[config.mk]
export PLATFORM = sky130hd
export DESIGN_NAME = tx_symbol_scheduler
export DESIGN_NICKNAME = d
export VERILOG_FILES = /design/src/rtl/tx_symbol_scheduler.sv
export SDC_FILE = /design/constraint.sdc
export NUM_CORES = 1
export LEC_CHECK = 0
export ABC_AREA = 1
export CORE_ASPECT_RATIO = 1.75
export CORE_UTILIZATION = 39
export CTS_CLUSTER_SIZE = 10
export DETAILED_ROUTE_END_ITERATION = 16
export PLACE_DENSITY = 0.61
export SLEW_MARGIN = 10
export SYNTH_ARGS = -nofsm -noshare
export SYNTH_HDL_FRONTEND = slang
export SYNTH_SLANG_ARGS = --single-unit
[constraint.sdc]
create_clock -name INTERCLK -period 1.9 [get_ports INTERCLK]
set_clock_uncertainty 0.1 [all_clocks]
set_input_delay 0.38 -clock INTERCLK [delete_from_list [all_inputs] [get_ports INTERCLK]]
set_output_delay 0.38 -clock INTERCLK [all_outputs]
set_load 0.01 [all_outputs]
[src/rtl/tx_symbol_scheduler.sv]
// Symbol scheduler feeding the 8b/10b encoder: arbitrates link data, periodic
// SKP ordered sets and the compliance pattern, filling gaps with logical idle.
module tx_symbol_scheduler #(
  parameter int unsigned SKP_INTERVAL = 1180,
  parameter int unsigned SKP_COUNT    = 3,
  parameter int unsigned CNT_W        = 11
) (
  input  logic       INTERCLK,
  input  logic       Reset,
  input  logic       iEnable,
  input  logic       iCompliance,
  input  logic [7:0] iData,
  input  logic       iDataK,
  input  logic       iLast,
  input  logic       iValid,
  output logic       oReady,
  output logic [7:0] oTxData,
  output logic       oTxDataK,
  output logic       oTxComp,
  output logic       oSkpActive,
  output logic [1:0] oState
);

  typedef enum logic [1:0] {
    ST_OFF  = 2'd0,
    ST_DATA = 2'd1,
    ST_SKP  = 2'd2,
    ST_COMP = 2'd3
  } state_t;

  localparam logic [7:0]       SYM_COM  = 8'hBC;
  localparam logic [7:0]       SYM_SKP  = 8'h1C;
  localparam logic [2:0]       SUB_LAST = 3'(SKP_COUNT - 1);
  localparam logic [CNT_W-1:0] CNT_LAST = CNT_W'(SKP_INTERVAL - 1);

  state_t           r_state;
  state_t           r_ostate;
  logic [CNT_W-1:0] r_cnt;
  logic             r_skp_pending;
  logic             r_in_packet;
  logic [2:0]       r_sub;
  logic [7:0]       r_txdata;
  logic             r_txk;
  logic             r_txcomp;
  logic             r_skpact;

  logic             w_ready;
  logic             w_xfer;
  logic [7:0]       w_pat_d;
  logic             w_pat_k;
  logic             w_pat_c;

  assign w_ready = iEnable & ~iCompliance & (r_state == ST_DATA) &
                   ~(r_skp_pending & ~r_in_packet);
  assign w_xfer  = iValid & w_ready;

  always_comb begin
    w_pat_d = SYM_COM;
    w_pat_k = 1'b1;
    w_pat_c = 1'b0;
    case (r_sub[1:0])
      2'd0: w_pat_c = 1'b1;
      2'd1: begin w_pat_d = 8'hB5; w_pat_k = 1'b0; end
      2'd2: ;
      2'd3: begin w_pat_d = 8'h4A; w_pat_k = 1'b0; end
    endcase
  end

  // r_ostate tracks the symbol on oTxData; it leads r_state on entry edges
  // (COM / first compliance symbol are emitted by the cycle that decides).
  always_ff @(posedge INTERCLK or negedge Reset) begin
    if (!Reset) begin
      r_state       <= ST_OFF;
      r_ostate      <= ST_OFF;
      r_cnt         <= '0;
      r_skp_pending <= 1'b0;
      r_in_packet   <= 1'b0;
      r_sub         <= '0;
      r_txdata      <= '0;
      r_txk         <= 1'b0;
      r_txcomp      <= 1'b0;
      r_skpact      <= 1'b0;
    end else begin
      r_txdata <= '0;
      r_txk    <= 1'b0;
      r_txcomp <= 1'b0;
      r_skpact <= 1'b0;
      if (!iEnable) begin
        r_state       <= ST_OFF;
        r_ostate      <= ST_OFF;
        r_cnt         <= '0;
        r_skp_pending <= 1'b0;
        r_in_packet   <= 1'b0;
        r_sub         <= '0;
      end else begin
        case (r_state)
          ST_OFF: begin
            r_state  <= ST_DATA;
            r_ostate <= ST_DATA;
          end
          ST_DATA: begin
            r_ostate <= ST_DATA;
            if (!r_skp_pending) begin
              if (r_cnt == CNT_LAST) begin
                r_skp_pending <= 1'b1;
                r_cnt         <= '0;
              end else begin
                r_cnt <= r_cnt + 1'b1;
              end
            end
            if (w_xfer) begin
              r_txdata    <= iData;
              r_txk       <= iDataK;
              r_in_packet <= ~iLast;
            end else if (r_skp_pending && !r_in_packet) begin
              r_state       <= ST_SKP;
              r_ostate      <= ST_SKP;
              r_skp_pending <= 1'b0;
              r_sub         <= '0;
              r_txdata      <= SYM_COM;
              r_txk         <= 1'b1;
              r_skpact      <= 1'b1;
            end else if (iCompliance && !r_in_packet) begin
              r_state  <= ST_COMP;
              r_ostate <= ST_COMP;
              r_sub    <= 3'd1;
              r_txdata <= SYM_COM;
              r_txk    <= 1'b1;
              r_txcomp <= 1'b1;
            end
          end
          ST_SKP: begin
            r_ostate <= ST_SKP;
            r_txdata <= SYM_SKP;
            r_txk    <= 1'b1;
            r_skpact <= 1'b1;
            if (r_sub == SUB_LAST) begin
              r_state <= iCompliance ? ST_COMP : ST_DATA;
              r_sub   <= '0;
            end else begin
              r_sub <= r_sub + 3'd1;
            end
          end
          ST_COMP: begin
            if (r_sub == 3'd0 && !iCompliance) begin
              r_state  <= ST_DATA;
              r_ostate <= ST_DATA;
            end else begin
              r_ostate <= ST_COMP;
              r_txdata <= w_pat_d;
              r_txk    <= w_pat_k;
              r_txcomp <= w_pat_c;
              r_sub    <= {1'b0, r_sub[1:0] + 2'd1};
            end
          end
        endcase
      end
    end
  end

  assign oReady     = w_ready;
  assign oTxData    = r_txdata;
  assign oTxDataK   = r_txk;
  assign oTxComp    = r_txcomp;
  assign oSkpActive = r_skpact;
  assign oState     = r_ostate;

endmodule
==> impl_metrics.json <==
{
  "syn-mean-instance-area_sq_um": 7.75,
  "mostFrequentLayoutCell": "nand2_1",
  "syn-num-nets": 268,
  "start_util": 0.402,
  "rsz0062_at_grt": "no",
  "setup_tns_ns": 0,
  "hold_violations": 0,
  "synth_seq_cells": 31,
  "final_cell_mix": "nand2_1 (50), inv_1 (33), nand3_1 (31), dfrtp_1 (31), clkdlybuf4s50_1 (27)",
  "crit_slowest_cell": "dfrtp_1",
  "power.switching_mw": 0.825,
  "drt_iter0_markers": 27,
  "dp_cells": 340,
  "maxSlewViolCount": 0,
  "fmax_mhz": 558,
  "grt_max_degree": 32,
  "wl_per_cell_um": 13.0,
  "worst-r2r-cell-count": 9,
  "dieHeight_um": 93.7,
  "met2_length_mm": 2.57,
  "switching_share": 0.370,
  "syn_inst": 242,
  "gr-total-overflow": 0,
  "worstMarginPinSlew_ns": 0.400,
  "io-pin-count": 29,
  "antenna_found_initial": 0,
  "cpLargestDelayFamily": "flip-flops",
  "gp_congestion": 0.838,
  "syn2layout_area_growth_pct": 30.2,
  "cp_num_cells": 5,
  "coreArea_sq_mm": 0.00467,
  "relSlewSlack": 0.733,
  "clock_sinks": 31,
  "io_buffers": 28,
  "ir_drop_v": 0.000601,
  "placementRows": 33,
  "place_hpwl_mm": 3.52,
  "finalWirelength_mm": 4.51,
  "worst-path-buf-inv": 2,
  "clkLatencyLatePin_ns": 0.28,
  "top_layer_used": "met4",
  "total_power_mw": 2.23,
  "grt_pass1_wl_mm": 7.27,
  "cp.required_ns": 1.42,
  "synth_top_area_share": 0.414,
  "fin_crit_sh": 0.943,
  "path_max_fanout": 2,
  "drive_gt1_frac": 0.166,
  "path_clk_slew_ns": 0.07,
  "hold_path.class": "input port to asynchronous set/reset pin",
  "first_global_vias": 1662,
  "routed-wl-met3_um": 129,
  "synth.distinct_cells": 31,
  "ys_warn_count": 0,
  "drc": 0,
  "numCtsBuffers": 5,
  "setup_violations": 0,
  "drv_cap": 0,
  "vias": 1718,
  "crit_path_end_kind": "output port",
  "seqPwrFrac": 0.364,
  "power_density_mw_per_mm2": 912,
  "ant_nets": 0,
  "wl_met1_mm": 1.68,
  "die_x_um": 54.4,
  "power_leakage_nw": 1.14,
  "clk_path_buf_depth": 2,
  "critical_path_class": "flop to output port",
  "die-area_sq_mm": 0.00510,
  "layout.nets": 321,
  "hold_ws_ns": 0.388,
  "status": "finished, final reports clean",
  "cts_tree": "done",
  "worstPathArrival_ns": 1.31,
  "ys_seq_area_frac": 0.414,
  "grtUsageTotal": 0.200,
  "drtPass1Iterations": 4,
  "final_cells": 348,
  "comb_power_share": 0.408,
  "avgViaCountPerCell": 4.94,
  "cpPeakStageDelay_ns": 0.38,
  "synth_largest_area_cell": "dfrtp_1",
  "worstPathCellList": "inv_1 > ha_2 > nand3_2 > nor2_4 > buf_2",
  "clock-root-buffer": "clkbuf_8",
  "n_antenna_cell": 0,
  "start_kind": "flop",
  "syn_area_sq_mm": 0.00188,
  "pwr-share-clk": 0.228,
  "internal-power_mw": 1.40,
  "fin_crit_ns": 1.79,
  "ys_top_cells_by_area": "dfrtp_1 (41%), nand2_1 (10%), nand3_1 (8.3%), ha_1 (7.3%), inv_1 (6.6%)",
  "htreeDepth": 2
}
final cells by class:
| type | instances | area [sq um] |
|---|---|---|
| Fill cell | 479 | 2220 |
| Sequential cell | 31 | 776 |
| Multi-Input combinational cell | 168 | 932 |
| Tap cell | 52 | 65.1 |
| Clock buffer | 7 | 76.3 |
| Inverter | 39 | 148 |
| Clock inverter | 1 | 5.00 |
| Timing Repair Buffer | 50 | 440 |
repair_timing:
action                                  in CTS  in global routing
gates resized for setup                      3                  2
endpoints found under the setup margin       1                  2
pin swaps                                    0                  1
buffers inserted                             0                  0
hold buffers                                 0                  0
cell families after synthesis:
family	share of synthesized area
AND/OR/NAND/NOR	0.302
buffers and inverters	0.0907
AO/OA/AOI/OAI	0.101
flip-flops	0.414
adder cells (fa/ha/maj)	0.0734
XOR/XNOR	0.0140
multiplexers	0.00534
per-layer routing:
layer | vias to the layer above | GRT usage
met1 | 796 | 0.200
met2 | 28 | 0.368
met4 | 0 | 0.0919
li1 | 882 | -
met3 | 12 | 0.0421
met5 | - | 0
worst register-to-register path, cell delays in order (launching register included):
cell      delay, ns
dfrtp_1        0.38
inv_1          0.07
ha_2           0.18
buf_4          0.20
nand2_1        0.11
nand2_2        0.15
nand3_1        0.17
o21bai_1       0.16
o21ai_1        0.08
nor2_1         0.08
sequential cells by signal (all words and copies together) (netlist names):
register	flops
oTxComp	1
r_in_packet	1
r_sub	3
oState	2
r_skp_pending	1
oTxData	8
r_cnt	11
oSkpActive	1
r_state	2
oTxDataK	1
cell usage after synthesis, drive strengths merged:
cell type / count
nand2: 54
inv: 37
nand3: 33
dfrtp: 31
nor2: 26
a21oi: 14
ha: 11
o21ai: 11
nand4: 5
xor2: 3
a22oi: 2
buf: 2
clkbuf: 2
clkinv: 2
nor3: 2
o211ai: 2
a211oi: 1
a31oi: 1
mux2i: 1
o21a: 1
o21bai: 1
metrics by stage:
| stage | cell area (sq um) | utilization | setup WS [ns] |
|---|---|---|---|
| global route | 2440 | 0.523 | 0.00117 |
| floorplan | 1880 | - | 0.416 |
| detailed placement | 2360 | 0.507 | -0.259 |
| CTS | 2450 | 0.524 | 0.00207 |
| global placement | 2360 | 0.507 | -0.257 |
| finish | 2440 | 0.523 | 0.109 |
power by group through the flow:
stage / registers, mW / clock network, mW / logic, mW
global placement: 0.824 / 0 / 0.907
global route: 0.823 / 0.550 / 1.03
finish: 0.811 / 0.508 / 0.909
floorplan: 0.840 / 0 / 0.519
detailed placement: 0.825 / 0 / 0.917
CTS: 0.812 / 0.520 / 0.922
final timing paths:
kind,startpoint,end,slack (ns)
worst max register to register,r_state[1]$_DFFE_PN0P_,r_cnt[6]$_DFFE_PN0P_,0.17
worst min-delay path,Reset,r_skp_pending$_DFFE_PN0P_,0.39
max in group asynchronous,Reset,r_cnt[3]$_DFFE_PN0P_,1.02
worst min register to register,r_cnt[0]$_DFFE_PN0P_,r_cnt[0]$_DFFE_PN0P_,0.41
min in group INTERCLK,r_cnt[0]$_DFFE_PN0P_,r_cnt[0]$_DFFE_PN0P_,0.41
worst max-delay path,r_state[1]$_DFFE_PN0P_,oReady,0.11
No activity file was read; power rests on OpenSTA's default activity.
